<file path="config.mk">
export PLATFORM = sky130hd
export DESIGN_NAME = scan_chain_ctrl
export DESIGN_NICKNAME = d
export VERILOG_FILES = /design/src/rtl/scan_ctrl_pkg.sv /design/src/rtl/scan_shreg.sv /design/src/rtl/scan_chain_ctrl.sv
export SDC_FILE = /design/constraint.sdc
export NUM_CORES = 1
export LEC_CHECK = 0
export CAP_MARGIN = 0
export CORE_MARGIN = 1
export CORE_UTILIZATION = 35
export CTS_BUF_LIST = sky130_fd_sc_hd__clkbuf_8
export CTS_CLUSTER_DIAMETER = 100
export DETAILED_ROUTE_END_ITERATION = 8
export HOLD_SLACK_MARGIN = 0.12
export SYNTH_ARGS = -nofsm -noshare
export SYNTH_HDL_FRONTEND = slang
export SYNTH_SLANG_ARGS = --single-unit
</file>
<file path="constraint.sdc">
create_clock -name CLK -period 2.6 [get_ports CLK]
set_input_delay 0.78 -clock CLK [delete_from_list [all_inputs] [get_ports CLK]]
set_output_delay 0.78 -clock CLK [all_outputs]
set_load 0.05 [all_outputs]
</file>
<file path="src/rtl/scan_ctrl_pkg.sv">
// Shared state encoding and default geometry for the scan chain sequencer.
// Latency: n/a (types and constants only).
// Backpressure: n/a.
package scan_ctrl_pkg;

    typedef enum logic [2:0] {
        IDLE,
        SHIFT,
        CAPTURE,
        UNLOAD,
        DONE
    } scan_state_t;

    localparam int CHAIN_LEN_DEF = 32;
    localparam int CAP_W_DEF     = 4;

endpackage

</file>
<file path="src/rtl/scan_shreg.sv">
// Width-N shift register with parallel load; shifts toward the MSB, new bit enters at bit 0.
// Latency: one cycle from load/shift to q.
// Backpressure: none; load wins over shift when both are asserted.
module scan_shreg #(
    parameter int N = 8
) (
    input  logic         CLK,
    input  logic         RN,
    input  logic         load,
    input  logic         shift,
    input  logic [N-1:0] load_dat,
    input  logic         ser_in,
    output logic [N-1:0] q
);

    always_ff @(posedge CLK or negedge RN) begin
        if (!RN) begin
            q <= '0;
        end else if (load) begin
            q <= load_dat;
        end else if (shift) begin
            q <= {q[N-2:0], ser_in};
        end
    end

endmodule

</file>
<file path="src/rtl/scan_chain_ctrl.sv">
// Scan sequencer: serial pattern load, programmable capture burst, serial unload into resp_o.
// Latency: done in cycle t+2*CHAIN_LEN+max(cap_n,1)+1 after start is sampled at edge t.
// Backpressure: start ignored unless IDLE; abort returns busy states to IDLE without done.
module scan_chain_ctrl
    import scan_ctrl_pkg::*;
#(
    parameter int CHAIN_LEN = CHAIN_LEN_DEF,
    parameter int CAP_W     = CAP_W_DEF,
    parameter int CNT_W     = $clog2(CHAIN_LEN)
) (
    input  logic                 CLK,
    input  logic                 RN,
    input  logic                 start,
    input  logic                 abort,
    input  logic [CHAIN_LEN-1:0] pat_i,
    input  logic [CAP_W-1:0]     cap_n,
    output logic                 SE,
    output logic                 SI,
    input  logic                 SO,
    output logic                 busy,
    output logic                 done,
    output logic [CHAIN_LEN-1:0] resp_o
);

    localparam logic [CNT_W-1:0] LAST = CNT_W'(CHAIN_LEN - 1);

    scan_state_t            state;
    logic [CNT_W-1:0]       cnt;
    logic [CAP_W-1:0]       cap_cnt;
    logic [CAP_W-1:0]       cap_n_q;
    logic [CAP_W-1:0]       cap_last;
    logic [CHAIN_LEN-1:0]   tx_q;
    logic [CHAIN_LEN-1:0]   rx_q;
    logic                   tx_load;
    logic [CHAIN_LEN-1:0]   tx_load_dat;
    logic                   unused_bits;

    // Abort reloads the serializer with zeros so SI is quiet back in IDLE.
    assign tx_load     = ((state == IDLE) && start) || (busy && abort);
    assign tx_load_dat = (state == IDLE) ? pat_i : '0;
    assign cap_last    = (cap_n_q == '0) ? '0 : cap_n_q - CAP_W'(1);
    assign SI          = tx_q[CHAIN_LEN-1];
    assign unused_bits = ^{tx_q[CHAIN_LEN-2:0], rx_q[CHAIN_LEN-1]};

    scan_shreg #(.N(CHAIN_LEN)) u_pat_ser (
        .CLK      (CLK),
        .RN       (RN),
        .load     (tx_load),
        .shift    (state == SHIFT),
        .load_dat (tx_load_dat),
        .ser_in   (1'b0),
        .q        (tx_q)
    );

    scan_shreg #(.N(CHAIN_LEN)) u_resp_des (
        .CLK      (CLK),
        .RN       (RN),
        .load     (1'b0),
        .shift    (state == UNLOAD),
        .load_dat ('0),
        .ser_in   (SO),
        .q        (rx_q)
    );

    always_ff @(posedge CLK or negedge RN) begin
        if (!RN) begin
            state   <= IDLE;
            SE      <= 1'b0;
            busy    <= 1'b0;
            done    <= 1'b0;
            cnt     <= '0;
            cap_cnt <= '0;
            cap_n_q <= '0;
            resp_o  <= '0;
        end else begin
            done <= 1'b0;
            unique case (state)
                IDLE: begin
                    if (start) begin
                        state   <= SHIFT;
                        SE      <= 1'b1;
                        busy    <= 1'b1;
                        cnt     <= '0;
                        cap_n_q <= cap_n;
                    end
                end
                SHIFT: begin
                    if (abort) begin
                        state <= IDLE;
                        SE    <= 1'b0;
                        busy  <= 1'b0;
                        cnt   <= '0;
                    end else if (cnt == LAST) begin
                        state   <= CAPTURE;
                        SE      <= 1'b0;
                        cnt     <= '0;
                        cap_cnt <= '0;
                    end else begin
                        cnt <= cnt + CNT_W'(1);
                    end
                end
                CAPTURE: begin
                    if (abort) begin
                        state <= IDLE;
                        busy  <= 1'b0;
                    end else if (cap_cnt == cap_last) begin
                        state <= UNLOAD;
                        SE    <= 1'b1;
                    end else begin
                        cap_cnt <= cap_cnt + CAP_W'(1);
                    end
                end
                UNLOAD: begin
                    if (abort) begin
                        state <= IDLE;
                        SE    <= 1'b0;
                        busy  <= 1'b0;
                        cnt   <= '0;
                    end else if (cnt == LAST) begin
                        // Fold in the final SO bit so resp_o is already complete during DONE.
                        state  <= DONE;
                        SE     <= 1'b0;
                        busy   <= 1'b0;
                        done   <= 1'b1;
                        cnt    <= '0;
                        resp_o <= {rx_q[CHAIN_LEN-2:0], SO};
                    end else begin
                        cnt <= cnt + CNT_W'(1);
                    end
                end
                DONE: begin
                    state <= IDLE;
                end
                default: begin
                    state <= IDLE;
                    SE    <= 1'b0;
                    busy  <= 1'b0;
                end
            endcase
        end
    end

endmodule

</file>
# Yosys cells after proc, flatten, opt, wreduce, memory -nomap -nowiden
# Cells that the tools add are included.
# word_totals
register_bits	114
# op_classes
add_sub_neg	3
n_eq_ne	17
muxes	32
bitwise_logic	2
n_reduce_logical	17
# ops
op	count
32-bit 2-to-1 mux	3
3-bit 2-to-1 mux	7
4-bit 2-to-1 mux	5
5-bit 2-to-1 mux	3
2-bit inequality test, second input constant	6
3-bit case mux with 4 select lines	1
5-bit case mux with 2 select lines	1
5-bit AND reduction	2
1-bit 2-to-1 mux	9
3-bit inequality test, second input constant	3
1-bit case mux with 4 select lines	2
4-bit case mux with 2 select lines	1
4-bit AND reduction	2
3-bit by 2-bit equality test with 1-bit output, second input constant	2
2-bit nonzero test	3
5-bit by 1-bit adder with 5-bit output, second input constant	1
5-bit equality test, second input constant	1
4-bit by 1-bit adder with 4-bit output, second input constant	1
4-bit equality test	1
4-bit logical NOT	1
2-bit AND reduction	2
2-bit OR reduction	2
4-bit by 1-bit subtractor with 4-bit output, second input constant	1
3-bit by 1-bit equality test with 1-bit output, second input constant	1
other kinds (8)	10

# Logic depth before layout (Yosys ltp)
# logic_depth
ltp_word	6
ltp_mapped	9

# By module
# A second synthesis with hierarchy kept.
# hier_totals
hier_cells	569
area_unflattened_um2	5592.9
# by_module_without_submodules
mod	n_inst	cells_each	area_per_inst_um2
scan_shreg	2	139	1515.2
scan_chain_ctrl	1	291	2562.5

# Worst setup path before layout
# No wires, ideal clock.
# synth_timing
path_type	in2reg
from	input port start
to	register u_pat_ser.q[10]
setup_time_ps	133
arrival_ps	1873
path_slack_ps	593
path_stages	7
n_path_buf	3
path_cell_list	nor2b_1 > and2_1 > clkbuf_1 > a21o_1 > buf_2 > clkbuf_1 > o21ai_0
# synth_between
elab_chain_len	3
# synth_rtl
element	line	source
start, declared	scan_chain_ctrl.sv:13	input logic start,
1-bit logical AND *	scan_chain_ctrl.sv:39	assign tx_load = ((state == IDLE) && start) || (busy && abort);
1-bit logical OR *	scan_chain_ctrl.sv:39	
32-bit 2-to-1 mux / 2-bit nonzero test (equally long branches)	n/a	
end signal, assigned	scan_shreg.sv:20	q <= load_dat;
end signal, assigned	scan_shreg.sv:22	q <= {q[N-2:0], ser_in};
end, declared	scan_shreg.sv:13	output logic [N-1:0] q
# Every way passes the cells marked *; elsewhere a longest branch is shown, timed or not.
# A chain may end at the register's enable or synchronous reset.

# Worst setup path in the final report
# layout_timing
from	register SE
to	output port SE
# layout_rtl
element	line	source
start, declared	scan_chain_ctrl.sv:17	output logic SE,
start signal, assigned	scan_chain_ctrl.sv:68	SE <= 1'b0;
start signal, assigned	scan_chain_ctrl.sv:81	SE <= 1'b1;
start signal, assigned	scan_chain_ctrl.sv:90	SE <= 1'b0;
# No word-level cell between the ends.

==> metrics list <==
- Compared with the post-synthesis result, the final layout area differs by 28.1%.
- Crit path max fanout: 3
* Y dimension of the die: 121 µm
* CTS tree: done
- The count of buffers added on input and output ports is 76.
- After detailed routing, the number of remaining DRC violations is 0.
- At the end of routability-driven placement, the weighted congestion stood at 0.744.
- Yosys mapped a number of flops with a built-in enable equal to 0.
- After global routing the overflow that remains totals 0.
* Number of buffers inserted during clock tree synthesis: 17
- Of the total power, the clock network draws 0.374.
- CTS clock-pin slew for the worst setup and hold paths: 0.07 ns
- Dividing the final minimum period by the clock period gives 0.938.
- The number of hold violations in the final report was 0.
- In this run the power density over the cells is ~670 nW/µm².
- During synthesis, Yosys emitted a total of 0 warnings.
* Core Util, Final: 0.459
- The final number of max-transition violations was 0.
- Startpoint Class: register
- Portion of synthesized cell area occupied by the leading cell type: 0.574
- The analysis attributes to cell leakage a power of 2.92 nW.
- Of the total power, combinational logic draws 0.142.
- Number of H-tree levels: 4
- Outcome: finished, final reports clean
- After floorplanning, the core was sized to cover approximately 14000 µm².
- In this design, the stage delay of the slowest critical-path cell is about 0.83 ns.
* Clock period minus worst slack: roughly 2.4 ns
- Of the synthesized area, sequential elements account for 0.574.
* Cells along the critical path: clkdlybuf4s50_1
- Count of pins on the block boundary: 77
- STA classifies the critical path endpoint as an output port.
- The number of global-route vias before repair is 3420.
- For this design the total switching power over the nets is 1.13 mW.
- Most repeated cell in the gate-level netlist after synthesis: dfrtp_1
- Of the total power, registers draw 0.484.
* Number of nets produced by synthesis: 440
* Arrival time of the worst setup path: 1.66 ns
- For the final database, setup skew stands at 0.00887 ns.
- Combined global-route utilization of all metal layers: 0.142
- Required time of the critical path: 1.82 ns
- Worst hold-check slack: 0.419 ns
* Fraction of final layout cells sized beyond drive strength 1: 0.235
- Worst-Margin Slew: 0.616 ns
* Avg Vias per Cell: roughly 5.0
* Number of antenna violations at the first check in global routing: 0
* Cell area after synthesis: 4970 µm²
* Number of buffers between clock root and the deepest sink: 2
- In this run the worst hold path is classified as input port to async pin.
- In this run the post-CTS setup repair buffer count came out at 0.
- Summing all placed instances gives a cell area of roughly 6000 µm².
- First-pass GRT wire length: about 16 mm
- Most used flip-flop cell after synthesis: dfrtp_1
- Final WL: 9.61 mm
- The synthesized design contains approximately 110 register bits.
- Number of nets at the end of the flow: 520
- The average instance in the mapped netlist occupies 12.5 µm².
- Worst-case headroom to the max-slew limit: 0.590
* Post-synth top cells: 114 x dfrtp_1, 66 x mux2_2, 43 x o21ai_0, 36 x nand3_1, 32 x mux2i_1
- After synthesis, the share of flip-flops with an asynchronous set or reset is 1.00.
- Post-synthesis cell type count: 45
- Entering global routing, the biggest net connects 115 pins.
- The number of antenna diodes in the final layout is 0.
- Dividing the detail-routed wire length by the instance count gives around 14 µm.
- First DRT Iteration DRCs: 102
- Site row count: 43
- Setup repair after global routing missed its margin: no
* Root buffer selected by CTS: clkbuf_8
- Detailed placement ended at an HPWL of 6.14 mm.
* Final setup fails: 0
- Int Power: between 3 and 4 mW
* Sw Share: 0.266
- Final-layout setup total negative slack: 0 ns
* FMAX: 0.410 GHz
* Total number of vias: 3339
- For this design, the slowest cell found on the critical path is clkdlybuf4s50_1.
- Number of gates resized after CTS: 0
- For this design, the CTS-stage hold fixing added 0 buffers.
- The later pin in the worst-skew pair is clocked with a latency of ~0.42 ns.
* Cell taking the most area after synthesis: dfrtp_1
* Kind of critical path: register to output port
- Summing internal, switching and leakage power gives 4.24 mW.
* Horiz. Die Dim: 121 µm
* Number of sinks handled by clock tree synthesis: between 100 and 150
- The initial utilization of the core area, before any placement, comes to 0.358.
- Broken down by cell family, the worst path's largest delay share belongs to buffers and inverters.
- Die ar.: 14700 µm²
- Antenna Nets Post-Route: 0
- Buffers and inverters on the worst path: 1
- First-pass iteration count of the detailed router: 4
- The finished cells cover 6370 µm².
- Max-cap violations in this run came to 0.
- Area contributors post-synth: dfrtp_1 57%, mux2_2 15%, mux2i_1 6.4%, o21ai_0 4.3%, nand3_1 3.6%
- Peak supply drop: 0.483 mV
* Instance count of the mapped netlist: just under 400
[through the flow]
stage	cells	worst slack (ns)
floorplan	396	0.593
global placement	637	0.171
detailed placement	637	0.0684
CTS	669	0.101
global route	669	0.0988
finish	669	0.160
[registers in the layout, indices dropped and copies added (netlist names), 3 cells and up]
register / count
cap_cnt: 4
resp_o: 32
u_pat_ser.q: 32
cnt: 5
cap_n_q: 4
state: 3
u_resp_des.q: 31
[cells in the final DEF (no fill, tap or decap), types with 2 or more instances in the layout]
cell	instances
o21ai_0	43
dfrtp_1	114
nand3b_1	2
clkbuf_8	23
clkinv_4	2
nor2b_1	9
nor3b_1	4
mux2i_1	32
nand2b_1	3
and3_1	2
inv_1	4
clkinv_2	2
nor3b_4	2
clkdlybuf4s50_1	75
a21boi_0	2
ha_1	3
a21o_1	2
o21ai_1	3
nor2_1	5
mux2_2	66
a32o_1	2
clkinvlp_4	2
nand2_1	12
a221o_1	2
o211ai_1	2
a21o_2	2
nand3_1	36
buf_4	8
buf_12	3
[layout make-up]
cell class,count,area [µm²]
clock inverters,9,80.1
repair buffers,86,871
clock buffers,23,317
flip-flops and latches,114,2850
multi-input cells,255,2020
inverters,2,7.51
well taps,180,225
fillers,1280,7510
[power groups by stage]
stage	combinational [mW]	clock, mW	sequential [mW]
6_report	0.601	1.59	2.05
5_1_grt	0.672	1.74	2.08
4_1_cts	0.609	1.66	2.05
3_5_place_dp	0.608	0	2.09
3_3_place_gp	0.590	0	2.08
2_1_floorplan	0.374	0	2.08
[cells by family (layout without fill, tap and decap cells)]
| logic type | Yosys count | after routing | synth area share |
|---|---|---|---|
| AOI/OAI and AO/OA | 69 | 69 | 0.0848 |
| DFF | 114 | 114 | 0.574 |
| adders and majority gates | 3 | 3 | 0.00755 |
| xor gates and xnor gates | 2 | 2 | 0.00353 |
| muxes | 98 | 98 | 0.214 |
| and+or+nand+nor | 83 | 83 | 0.0921 |
| buffers and inverters | 27 | 120 | 0.0239 |
[metal layers]
metal | part of all wire | global-route usage
met5 | 0 | 0
met4 | 0.016 | 0.0540
met2 | 0.47 | 0.221
met1 | 0.45 | 0.173
met3 | 0.060 | 0.0616
[path summary, 6_finish.rpt]
path                            from  slack, ns  depth (start not counted)         endpoint
min reg2reg                resp_o[9]       0.51                          1        resp_o[9]
max reg2reg                   cnt[0]       0.49                          8       cap_cnt[1]
max                               SE       0.16                          1               SE
min                               RN       0.42                          2       resp_o[25]
max in group asynchronous         RN       1.70                          2  u_pat_ser.q[11]
min in group CLK           resp_o[9]       0.51                          1        resp_o[9]
Note: power is estimated with default switching activity, not from simulation.
